===== src/rtl/index_to_one_hot_accum.sv =====
// ---------------------------------------------------------------------------
// index_to_one_hot_accum
//
// Purpose:
//   Turns a stream of binary indices (thread IDs from a fill/wakeup path) into
//   registered multi-hot masks for a scheduler. Indices collect in a pending
//   accumulator (acc). Duplicates coalesce into one bit. The accumulated mask
//   is offered on a valid/ready output. The producer is never stalled: there
//   is no in_ready, and at most one index arrives per cycle.
//
// Handshake:
//   out_mask moves to the consumer on a rising edge where out_valid=1 and
//   out_ready=1. While out_valid=1 and out_ready=0, out_mask and out_valid
//   hold. out_valid only falls after a transfer. out_ready while
//   out_valid=0 is legal and only enables a load. out_valid=1 always comes
//   with a non-zero out_mask.
//
// Ports:
//   clk            clock, rising edge
//   reset_n        asynchronous active-low reset; clears all state at once
//   in_valid       in_index is valid this cycle
//   in_index       binary index to set (values >= NUM_SIGNALS are dropped)
//   out_valid      out_mask holds a non-empty mask
//   out_ready      consumer takes out_mask this cycle when out_valid=1
//   out_mask       registered multi-hot mask
//   pending_count  popcount of acc (bits not yet moved into out_mask)
//   dup_pulse      1-cycle pulse: the accepted index was already set in acc
//   range_error    1-cycle pulse for an out-of-range index (needs the
//                  RANGE_CHECK_EN macro; tied 0 otherwise)
//   o_dbg_state    FSM state (0 = IDLE, 1 = HOLD), for debug and checkers
//
// Build option:
//   RANGE_CHECK_EN  when defined, adds the out-of-range compare and the
//                   registered range_error pulse.
// ---------------------------------------------------------------------------
module index_to_one_hot_accum #(
  parameter int NUM_SIGNALS = 4,
  parameter int INDEX_WIDTH = (NUM_SIGNALS > 1) ? $clog2(NUM_SIGNALS) : 1
) (
  input  logic                   clk,
  input  logic                   reset_n,
  input  logic                   in_valid,
  input  logic [INDEX_WIDTH-1:0] in_index,
  output logic                   out_valid,
  input  logic                   out_ready,
  output logic [NUM_SIGNALS-1:0] out_mask,
  output logic [INDEX_WIDTH:0]   pending_count,
  output logic                   dup_pulse,
  output logic                   range_error,
  output logic [0:0]             o_dbg_state
);

  // Two-state FSM. HOLD means out_mask carries a non-empty mask. It is
  // equivalent to out_valid.
  localparam logic [0:0] ST_IDLE = 1'b0;
  localparam logic [0:0] ST_HOLD = 1'b1;

  logic [0:0]             r_state;
  logic [NUM_SIGNALS-1:0] r_out_mask;
  logic [NUM_SIGNALS-1:0] r_acc;
  logic [INDEX_WIDTH:0]   r_pending_count;
  logic                   r_dup_pulse;

  logic [NUM_SIGNALS-1:0] w_new_bit;
  logic [NUM_SIGNALS-1:0] w_merged;
  logic [NUM_SIGNALS-1:0] w_acc_next;
  logic                   w_load;
  logic                   w_dup;
  logic [0:0]             w_state_next;

  function automatic logic [INDEX_WIDTH:0] f_popcount(
    input logic [NUM_SIGNALS-1:0] vec
  );
    logic [INDEX_WIDTH:0] cnt;
    cnt = '0;
    for (int i = 0; i < NUM_SIGNALS; i++) begin
      cnt = cnt + {{INDEX_WIDTH{1'b0}}, vec[i]};
    end
    return cnt;
  endfunction

  // Decode the index by comparing it against each legal position. An index
  // >= NUM_SIGNALS matches no position, so it drops out with no extra logic.
  // This also covers a non-power-of-2 NUM_SIGNALS.
  always_comb begin
    w_new_bit = '0;
    for (int i = 0; i < NUM_SIGNALS; i++) begin
      if (in_valid && (in_index == INDEX_WIDTH'(i))) begin
        w_new_bit[i] = 1'b1;
      end
    end
  end

  // Load when the output register is free or is being taken this cycle.
  // On a load the incoming bit merges with acc straight into out_mask, so a
  // bit arriving in the same cycle as a transfer is neither lost nor
  // duplicated.
  assign w_load     = (r_state == ST_IDLE) || out_ready;
  assign w_merged   = r_acc | w_new_bit;
  assign w_acc_next = w_load ? '0 : w_merged;

  // A duplicate is only a hit against acc. A bit that is sitting in out_mask
  // re-arms in acc instead, because the consumer has not yet seen it again.
  assign w_dup = |(w_new_bit & r_acc);

  always_comb begin
    w_state_next = r_state;
    if (w_load) begin
      w_state_next = (|w_merged) ? ST_HOLD : ST_IDLE;
    end
  end

  always_ff @(posedge clk or negedge reset_n) begin
    if (!reset_n) begin
      r_state         <= ST_IDLE;
      r_out_mask      <= '0;
      r_acc           <= '0;
      r_pending_count <= '0;
      r_dup_pulse     <= 1'b0;
    end else begin
      r_state         <= w_state_next;
      r_acc           <= w_acc_next;
      r_pending_count <= f_popcount(w_acc_next);
      r_dup_pulse     <= w_dup;
      if (w_load) begin
        r_out_mask <= w_merged;
      end
    end
  end

`ifdef RANGE_CHECK_EN
  // When NUM_SIGNALS is a power of 2, no index value can reach this limit,
  // so the compare is constant false.
  localparam logic [INDEX_WIDTH:0] LP_NUM_SIGNALS = (INDEX_WIDTH+1)'(NUM_SIGNALS);

  logic r_range_error;
  logic w_out_of_range;

  assign w_out_of_range = in_valid && ({1'b0, in_index} >= LP_NUM_SIGNALS);

  always_ff @(posedge clk or negedge reset_n) begin
    if (!reset_n) begin
      r_range_error <= 1'b0;
    end else begin
      r_range_error <= w_out_of_range;
    end
  end

  assign range_error = r_range_error;
`else
  assign range_error = 1'b0;
`endif

  assign out_valid     = (r_state == ST_HOLD);
  assign out_mask      = r_out_mask;
  assign pending_count = r_pending_count;
  assign dup_pulse     = r_dup_pulse;
  assign o_dbg_state   = r_state;

endmodule


===== config.mk =====
export PLATFORM = sky130hd
export DESIGN_NAME = index_to_one_hot_accum
export DESIGN_NICKNAME = d
export VERILOG_FILES = /design/src/rtl/index_to_one_hot_accum.sv
export SDC_FILE = /design/constraint.sdc
export NUM_CORES = 1
export LEC_CHECK = 0
export BUFFER_PORTS_ARGS = -buffer_cell sky130_fd_sc_hd__buf_2
export CORE_AREA = 2 2 39 41
export CTS_CLUSTER_SIZE = 24
export DETAILED_ROUTE_END_ITERATION = 10
export DIE_AREA = 0 0 41 43
export PLACE_DENSITY = 0.64
export SYNTH_ARGS = -nofsm -noshare
export SYNTH_HDL_FRONTEND = slang
export SYNTH_SLANG_ARGS = --single-unit

===== constraint.sdc =====
create_clock -name clk -period 4 [get_ports clk]
set_input_delay 0.6 -clock clk [delete_from_list [all_inputs] [get_ports clk]]
set_output_delay 0.6 -clock clk [all_outputs]
set_load 0.005 [all_outputs]

==> impl_metrics.ini <==
[clocking]
hold_buffers = 0
numClockSinks = 13
clockBufferDepth = 2
clkLatencyLatePin_ns = 0.27
ctsResizeCount = 0
htreeDepth = 1
cts_buffers = 3
postCtsSetupBuffers = 0
cts_tree = yes
cts_root_buf = clkbuf_4
clk_pin_slew_ns = 0.08

[floorplan]
core-area_mm2 = 0.00138
die_h_um = 43
io_pins = 17
start_util = 0.401
rows = 14
fp.dieArea_mm2 = 0.00176
die_x_um = 41

[logic_synthesis]
syn_inst = 44
synth_common_cells = dfrtp_1 (13), a21oi_1 (4), a31oi_1 (4), nor3b_1 (4), inv_1 (3)
syn_nets = 53
yosysTopAreaCell = dfrtp_1
yosysWarnings = 0
synth_area_leaders = dfrtp_1 (59%), nor3b_1 (5.4%), a31oi_1 (4.5%), ha_1 (4.5%), mux4_2 (4.1%)
synth-main-ff-cell = dfrtp_1
ys_types = 18
synth-async-reset-ratio = 1.00
synth_top_area_share = 0.587
ys_seq_elements = 13
yosysSeqAreaShare = 0.587
synth_most_common_cell = dfrtp_1
synth_edf_count = 0
syn_area_per_cell_um2 = 12.6
netlist_area_um2 = 554

[detailed_routing]
wire_per_inst_um = 10.9
detail-route-antenna-nets = 0
drcViolationCount = 0
finalWirelength_um = 828
vias_per_cell = 5.08
drtIter0Drc = 4
firstDrtPassIters = 3
vias = 386

[placed_design]
gp_congestion = 0.802
dp_hpwl_um = 672
portBuffers = 15

[sta]
min_period_over_period = 0.535
setup_tns_ns = 0
rsz0062_at_grt = no
setup_viol = 0
hold_viol = 0
timing.fmax_ghz = 0.468
period_needed_ns = 2.14
clock_skew_ns = 0.00427
slew_violations = 0

[finish]
drive_gt1_frac = 0.317
areaGrowthSynthToFinish_pct = 18.3
antenna_cells = 0
final_nets = 70

[worst_hold_path]
hold_path.class = in2async

[critical_path]
required_ns = 4.16
setup.worst_path.start_class = input pin
arrival_ns = 2.30
crit_fanout = 5
crit_path_end_kind = register
critPathKind = in2reg

[status]
status = finished clean

[global_routing]
grt_usage = 0.119
overflow = 0
use_met1 = 0.150
globalRouteMet2Util = 0.169
top_usage_layer = met2
grt_start_max_net_pins = 14
grt_pass1_vias = 360
grt_pass1_wl_um = 1370
met3_usage = 0.0524
antenna_found_initial = 0

[pwr]
p_leak_nw = 0.328
p_total_mw = 0.264
power_density_mw_per_mm2 = 402
ir_worst_vdd_mv = 0.176

[run]
cap_violations = 0
## routing by layer
layer / part of all wire / vias up
met1: 0.43 / 189
met4: 0 / 0
li1: - / 186
met2: 0.51 / 11
met5: 0 / -
met3: 0.064 / 0
## cell families (layout without fill, tap and decap cells)
group,Yosys count,in the layout,synth area share
adders and majority gates,3,3,0.0813
and+or+nand+nor,12,12,0.147
muxes,1,1,0.0406
AOI/OAI and AO/OA,8,8,0.0813
DFF,13,13,0.587
other,1,1,0.00677
buffers and inverters,6,22,0.0564
## stage by stage
step	hold slack (ns)	setup WS, ns	instance area [µm²]	utilization	std cells
2_1_floorplan	0.304	1.80	554	-	44
3_3_place_gp	0.493	1.59	629	0.455	72
3_5_place_dp	0.494	1.58	629	0.455	72
4_1_cts	0.202	1.86	656	0.474	76
5_1_grt	0.208	1.79	656	0.474	76
6_report	0.201	1.86	656	0.474	76
## worst max-delay path: stages
cell	delay (ns)
buf_2	0.12
or3b_1	0.39
a21oi_1	0.27
fa_1	0.45
ha_1	0.19
ha_1	0.26
## report_power, final
part / internal, mW / total (mW) / switching (mW)
registers: 0.143 / 0.148 / 0.00597
clock network: 0.0386 / 0.0774 / 0.0389
logic: 0.0184 / 0.0379 / 0.0195
total: 0.199 / 0.264 / 0.0643
## registers in the layout (all words and copies together) (netlist names)
| name | cells |
|---|---|
| dup_pulse | 1 |
| o_dbg_state | 1 |
| out_mask | 4 |
| pending_count | 3 |
| r_acc | 4 |
## cell usage in the layout (no fill, tap or decap)
cell and count:
dfrtp_1 13, and2_1 1, ha_1 2, buf_2 15
nand3_1 1, nor4_1 1, conb_1 1, nor3b_1 4
a31oi_1 4, nor2_1 1, clkbuf_4 3, nand2b_1 1
inv_1 3, mux4_2 1, fa_1 1, a21oi_1 4
or3b_1 1, clkbuf_1 1, nand3b_1 2
## layout make-up
| cell class | instances | area (µm²) |
|---|---|---|
| fill | 136 | 728 |
| sequential | 13 | 325 |
| multi-input combinational | 25 | 198 |
| timing repair buffer | 15 | 75.1 |
| clock buffer | 4 | 26.3 |
| tap | 16 | 20.0 |
| inverter | 3 | 11.3 |
## final timing paths
| kind | endpoint | startpoint | slack (ns) | cells past startpoint |
|---|---|---|---|---|
| setup / recovery | pending_count[1]$_DFF_PN0_ | in_index[1] | 1.86 | 6 |
| hold / removal | out_mask[3]$_DFFE_PN0P_ | reset_n | 0.20 | 1 |
| setup reg to reg | pending_count[1]$_DFF_PN0_ | o_dbg_state$_DFFE_PN0P_ | 2.05 | 5 |
| hold reg to reg | o_dbg_state$_DFFE_PN0P_ | r_acc[2]$_DFF_PN0_ | 0.51 | 2 |
| max in group asynchronous | r_acc[1]$_DFF_PN0_ | reset_n | 3.57 | 1 |
| min in group clk | o_dbg_state$_DFFE_PN0P_ | r_acc[2]$_DFF_PN0_ | 0.51 | 2 |
No activity file was read; power rests on OpenSTA's default activity.
